==> config.mk <==
export PLATFORM = sky130hd
export DESIGN_NAME = r5p_bus_arb_flat
export DESIGN_NICKNAME = d
export VERILOG_FILES = /design/src/rtl/r5p_bus_arb_if.sv /design/src/rtl/r5p_bus_arb.sv /design/src/flat_wrapper.sv
export SDC_FILE = /design/constraint.sdc
export NUM_CORES = 1
export LEC_CHECK = 0
export ABC_AREA = 1
export CAP_MARGIN = 0
export CORE_AREA = 2 2 102 104
export CTS_BUF_LIST = sky130_fd_sc_hd__clkbuf_8
export DETAILED_ROUTE_END_ITERATION = 8
export DIE_AREA = 0 0 104 106
export GPL_ROUTABILITY_DRIVEN = 0
export GPL_TIMING_DRIVEN = 0
export PLACE_DENSITY = 0.68
export SYNTH_ARGS = -nofsm -noshare
export SYNTH_HDL_FRONTEND = slang
export SYNTH_SLANG_ARGS = --single-unit
==> constraint.sdc <==
create_clock -name clk -period 2.9 [get_ports clk]
set_clock_uncertainty 0.15 [all_clocks]
set_input_delay 0.58 -clock clk [delete_from_list [all_inputs] [get_ports clk]]
set_output_delay 0.58 -clock clk [all_outputs]
set_load 0.02 [all_outputs]
==> src/rtl/r5p_bus_arb_if.sv <==
`default_nettype none
// ---------------------------------------------------------------------------
// r5p_bus_arb_if : initiator-side and responder-side bundle for r5p_bus_arb
// Revision 1.0
// ---------------------------------------------------------------------------
interface r5p_bus_arb_if #(
  parameter int AW = 17,
  parameter int DW = 32,
  parameter int SW = DW/8,
  parameter int BN = 2
) ();
  logic [BN-1:0]         s_req;
  logic [BN-1:0]         s_wen;
  logic [BN-1:0][AW-1:0] s_adr;
  logic [BN-1:0][SW-1:0] s_sel;
  logic [BN-1:0][DW-1:0] s_wdt;
  logic [BN-1:0][DW-1:0] s_rdt;
  logic [BN-1:0]         s_ack;

  logic                  m_req;
  logic                  m_wen;
  logic [AW-1:0]         m_adr;
  logic [SW-1:0]         m_sel;
  logic [DW-1:0]         m_wdt;
  logic [DW-1:0]         m_rdt;
  logic                  m_ack;

  // Arbiter view: initiator requests and responder replies come in.
  modport slave (
    input  s_req, s_wen, s_adr, s_sel, s_wdt, m_rdt, m_ack,
    output s_rdt, s_ack, m_req, m_wen, m_adr, m_sel, m_wdt
  );

  // Environment view: the initiators plus the responder.
  modport master (
    output s_req, s_wen, s_adr, s_sel, s_wdt, m_rdt, m_ack,
    input  s_rdt, s_ack, m_req, m_wen, m_adr, m_sel, m_wdt
  );
endinterface
`default_nettype wire

==> src/rtl/r5p_bus_arb.sv <==
`default_nettype none
// ---------------------------------------------------------------------------
// r5p_bus_arb : round-robin N:1 bus arbiter with grant lock until acknowledge
// Revision 1.0
// ---------------------------------------------------------------------------
module r5p_bus_arb #(
  parameter int AW = 17,
  parameter int DW = 32,
  parameter int SW = DW/8,
  parameter int BN = 2
) (
  input  logic             clk,
  input  logic             rst,
  r5p_bus_arb_if.slave     bus
);

  localparam int PW = (BN > 1) ? $clog2(BN) : 1;

  typedef enum logic {
    ST_OPEN = 1'b0,
    ST_LOCK = 1'b1
  } state_t;

  state_t        state, state_nxt;
  logic [PW-1:0] ptr, ptr_nxt;
  logic [PW-1:0] idx, idx_nxt;
  logic          gnt_vld;
  logic [PW-1:0] gnt;
  logic [PW-1:0] cand;
  int            pos;

  // Scan from the lowest priority upward so the highest-priority hit wins.
  always_comb begin
    gnt_vld = 1'b0;
    gnt     = '0;
    cand    = '0;
    pos     = 0;
    if (state == ST_LOCK) begin
      gnt_vld = bus.s_req[idx];
      gnt     = idx;
    end else begin
      for (int k = BN-1; k >= 0; k--) begin
        pos = int'(ptr) + k;
        if (pos >= BN) pos = pos - BN;
        cand = PW'(pos);
        if (bus.s_req[cand]) begin
          gnt_vld = 1'b1;
          gnt     = cand;
        end
      end
    end
  end

  assign bus.m_req = gnt_vld;
  assign bus.m_wen = gnt_vld & bus.s_wen[gnt];
  assign bus.m_adr = gnt_vld ? bus.s_adr[gnt] : '0;
  assign bus.m_sel = gnt_vld ? bus.s_sel[gnt] : '0;
  assign bus.m_wdt = gnt_vld ? bus.s_wdt[gnt] : '0;

  always_comb begin
    bus.s_ack = '0;
    bus.s_rdt = '0;
    for (int i = 0; i < BN; i++) begin
      bus.s_ack[i] = bus.m_ack & gnt_vld & (gnt == PW'(i));
      bus.s_rdt[i] = bus.m_rdt;
    end
  end

  // A stalled grant is held; a withdrawn locked request releases the lock.
  always_comb begin
    state_nxt = state;
    ptr_nxt   = ptr;
    idx_nxt   = idx;
    if (gnt_vld && bus.m_ack) begin
      state_nxt = ST_OPEN;
      ptr_nxt   = (gnt == PW'(BN-1)) ? '0 : gnt + 1'b1;
    end else if (gnt_vld) begin
      state_nxt = ST_LOCK;
      idx_nxt   = gnt;
    end else begin
      state_nxt = ST_OPEN;
    end
  end

  always_ff @(posedge clk or posedge rst) begin
    if (rst) begin
      state <= ST_OPEN;
      ptr   <= '0;
      idx   <= '0;
    end else begin
      state <= state_nxt;
      ptr   <= ptr_nxt;
      idx   <= idx_nxt;
    end
  end

endmodule
`default_nettype wire

==> src/flat_wrapper.sv <==
// flat-port wrapper written by rule: the top's interface ports become plain ports
module r5p_bus_arb_flat 
#(
  parameter int AW = 17,
  parameter int DW = 32,
  parameter int SW = DW/8,
  parameter int BN = 2
)
  (clk, rst, bus_s_req, bus_s_wen, bus_s_adr, bus_s_sel, bus_s_wdt, bus_m_rdt, bus_m_ack, bus_s_rdt, bus_s_ack, bus_m_req, bus_m_wen, bus_m_adr, bus_m_sel, bus_m_wdt);
  r5p_bus_arb_if #(.AW(AW), .DW(DW), .SW(SW), .BN(BN)) bus_i ();
  input  logic clk;
  input  logic rst;
  input wire logic [$bits(bus_i.s_req)-1:0] bus_s_req;
  input wire logic [$bits(bus_i.s_wen)-1:0] bus_s_wen;
  input wire logic [$bits(bus_i.s_adr)-1:0] bus_s_adr;
  input wire logic [$bits(bus_i.s_sel)-1:0] bus_s_sel;
  input wire logic [$bits(bus_i.s_wdt)-1:0] bus_s_wdt;
  input wire logic [$bits(bus_i.m_rdt)-1:0] bus_m_rdt;
  input wire logic [$bits(bus_i.m_ack)-1:0] bus_m_ack;
  output wire logic [$bits(bus_i.s_rdt)-1:0] bus_s_rdt;
  output wire logic [$bits(bus_i.s_ack)-1:0] bus_s_ack;
  output wire logic [$bits(bus_i.m_req)-1:0] bus_m_req;
  output wire logic [$bits(bus_i.m_wen)-1:0] bus_m_wen;
  output wire logic [$bits(bus_i.m_adr)-1:0] bus_m_adr;
  output wire logic [$bits(bus_i.m_sel)-1:0] bus_m_sel;
  output wire logic [$bits(bus_i.m_wdt)-1:0] bus_m_wdt;
  assign bus_i.s_req = bus_s_req;
  assign bus_i.s_wen = bus_s_wen;
  assign bus_i.s_adr = bus_s_adr;
  assign bus_i.s_sel = bus_s_sel;
  assign bus_i.s_wdt = bus_s_wdt;
  assign bus_i.m_rdt = bus_m_rdt;
  assign bus_i.m_ack = bus_m_ack;
  assign bus_s_rdt = bus_i.s_rdt;
  assign bus_s_ack = bus_i.s_ack;
  assign bus_m_req = bus_i.m_req;
  assign bus_m_wen = bus_i.m_wen;
  assign bus_m_adr = bus_i.m_adr;
  assign bus_m_sel = bus_i.m_sel;
  assign bus_m_wdt = bus_i.m_wdt;
  r5p_bus_arb #(.AW(AW), .DW(DW), .SW(SW), .BN(BN)) u_core (.clk(clk), .rst(rst), .bus(bus_i));
endmodule
==> results.txt <==
* Result of the run: finished, final reports clean
- STA puts the critical path data required time at approximately 2.2 ns.
- The number of hold violations in the final report is 0.
- The layout has 1091 filler cells.
* Highest clock rate: 352.1 MHz
* Final cell utilization of the core: 0.4392
- First-iteration detailed-routing DRC count: about 110
- IR analysis of the VDD net gives a maximum drop of 209.8 µV.
* Overall global routing resource usage: 0.1492
- X dimension of the die: 104 µm
- Headroom to the max-slew limit: 0.8358
- The cell count after synthesis came out at a little under 400.
- Dividing total power by cell area gives a power density of 297.0 nW/µm².
* Diode count: 0
- Sum of net half-perimeters after detailed placement: 7.882 mm
* Number of global-route vias before repair: ~2900
- At the pin with the least slew margin, the transition time is about 0.25 ns.
* Total area of multi-input combinational cells: 1054 µm²
* Core ar.: 10000 µm²
- Area delta synth->final: 117.3%
* Class of the most critical hold timing path: flop to flop
- Area after DPL: 4523 µm²
- For this design, the CTS-stage hold fixing added 0 buffers.
* Top fanout value on the critical path: 10
- Total Routed Length: 9.319 mm
- For this run, the number of Yosys warnings is 0.
- The finished layout holds 766 standard cells, fillers aside.
- Die footprint: 11020 µm²
- Clock root buffer: sky130_fd_sc_hd__clkbuf_8
* Antenna violations before repair: 0
* Die extent in y: between 100 and 150 µm
- Tmin final: 2.840 ns
- Vias per inst: 4.090
* Period utilisation layout: 0.9792
- The number of placed instances, taps included, is around 760.
* Buffers added on ports: 233
- The first detailed-routing pass took 4 iterations.
- Fin worst setup slack: 0.06025 ns
- Summing over every cut layer, the via total after detailed routing is 3133.
* Post-placement setup slack: -0.3611 ns
* Detail Route Antenna Nets: 0
* Clock tree from TritonCTS: done
- Worst-path clk slew: 0.03 ns
- Setup violations remaining at the end of the flow were counted as 0.
* Flip-flop and latch count after synthesis: 3
- Final global-route overflow total: 0
* Setup tns final: 0 ns
- Each instance of the synthesized netlist takes up on average 5.142 µm².
- Buffers added to address setup during post-CTS repair amount to 0.
- The synthesized netlist occupies a cell area of 2021 µm².
* Power, Total: 1.304 mW
* TritonCTS Buffers: 3
- The share of the Yosys chip area taken by registers is 0.03715.
- The tool flagged a number of max-cap violations equal to 0.
* Worst-case hold slack: 0.3334 ns
* First-pass GRT wire length: 13.68 mm
* Critical path arrival: 2.11 ns
* Final instance area: 4392 µm²
* Endpoint type of the worst setup path: primary output
* P_leak: 2.392 nW
- Number of H-tree levels: 1
* Buffers from clock root to sink, at most: 2
* IO Pins: 266
* Skew-Pair Late Insertion Delay: approximately 0.22 ns
- After synthesis, the netlist uses 11 different library cells.
- Remaining design rule violation count: 0
- Nets in the synthesized netlist: ~540
* Row count: 37
* Sequential cell area: approximately 75 µm²
- CTS saw 3 sinks.
- Wire length per cell: 12.17 µm
- Worst Setup Start Kind: primary input
- Of the cells placed in the final design, the portion with a size suffix greater than 1 is 0.2349.
- Largest net degree at the start of global routing: 11
- The critical path in this run is classified as primary input to primary output.
- Number of nets in the final layout: 776
- Initial Util: 0.2021
* Max Transition Viols Final: 0
-- what timing repair did --
item / 4_1_cts / 5_1_grt
resized for setup: 81 / 82
endpoints found under the setup margin: 56 / 53
cloned: 0 / 0
pin swaps: 0 / 0
-- report_power, final --
part	internal (mW)	total (mW)	leakage [nW]	switching, mW
clock	0.0902	0.120	0.0269	0.0294
combinational	0.523	1.13	2.33	0.606
sequential	0.0498	0.0555	0.0372	0.00566
total	0.663	1.30	2.39	0.641
-- cells in the mapped netlist --
master                    count  area, µm²
sky130_fd_sc_hd__nand3_1     56      280.3
sky130_fd_sc_hd__a21oi_1     55      275.3
sky130_fd_sc_hd__nand2_1     66      247.7
sky130_fd_sc_hd__nand2_2      2      12.51
sky130_fd_sc_hd__buf_6        9      101.4
sky130_fd_sc_hd__dfrtp_1      3      75.07
sky130_fd_sc_hd__buf_2       19      95.09
sky130_fd_sc_hd__inv_1       62      232.7
sky130_fd_sc_hd__nor2_1      55      206.5
sky130_fd_sc_hd__buf_4       65      488.0
sky130_fd_sc_hd__nor2_2       1      6.260
-- final timing paths --
kind,from,end,slack [ns],cells past startpoint
setup reg to reg,u_core.state,u_core.ptr,1.53,6
hold / removal,u_core.ptr,u_core.ptr,0.33,2
setup / recovery,bus_s_req[1],bus_m_adr[0],0.06,9
hold reg to reg,u_core.ptr,u_core.ptr,0.33,2
min in group asynchronous,rst,u_core.ptr,0.37,2
max in group asynchronous,rst,u_core.state,2.10,2
-- metal layers --
metal,vias to the layer above,wire length [µm],global-route usage
li1,1614,-,-
met4,0,99,0.02413
met1,1341,3565,0.1630
met3,14,787,0.03556
met2,164,4866,0.2942
met5,-,0,0
-- area by class of cell --
| type | count | share of cell area |
|---|---|---|
| repair buffers | 233 | 0.4826 |
| flip-flops and latches | 3 | 0.01709 |
| inverters | 62 | 0.05299 |
| multi-input cells | 235 | 0.2399 |
| plain buffers | 93 | 0.1584 |
| clock inverters | 1 | 0.0008547 |
| clock buffers | 3 | 0.009402 |
| well taps | 136 | 0.03875 |
-- registers in the layout (all words and copies together), names as in the netlist --
register,flops
u_core.state,1
u_core.idx,1
u_core.ptr,1
-- placed cells by master, fill, tap and decap left out, drive strengths merged --
master,n
dlygate4sd2,7
dlymetal6s2s,1
a21oi,55
inv,63
clkbuf,44
nand3,56
nand2,68
clkdlybuf4s15,7
dfrtp,3
clkdlybuf4s50,176
nor2,56
buf,94
-- critical path, cell delays in order --
cell and delay, ns:
sky130_fd_sc_hd__clkdlybuf4s50_1 0.48, sky130_fd_sc_hd__inv_1 0.07, sky130_fd_sc_hd__nor2_4 0.11, sky130_fd_sc_hd__nand2_4 0.11, sky130_fd_sc_hd__buf_2 0.21, sky130_fd_sc_hd__nand3_1 0.08
sky130_fd_sc_hd__nand2_1 0.05, sky130_fd_sc_hd__nor2_1 0.12, sky130_fd_sc_hd__clkdlybuf4s15_2 0.28
-- logic make-up (layout without fill, tap and decap cells) --
kind of cell | count (synthesis) | count (layout) | synth area share
flip-flops | 3 | 3 | 0.03715
buffers and inverters | 155 | 392 | 0.4539
AO/OA/AOI/OAI | 55 | 55 | 0.1362
AND/OR/NAND/NOR | 180 | 180 | 0.3728
Power figures use the tool's default switching activity.
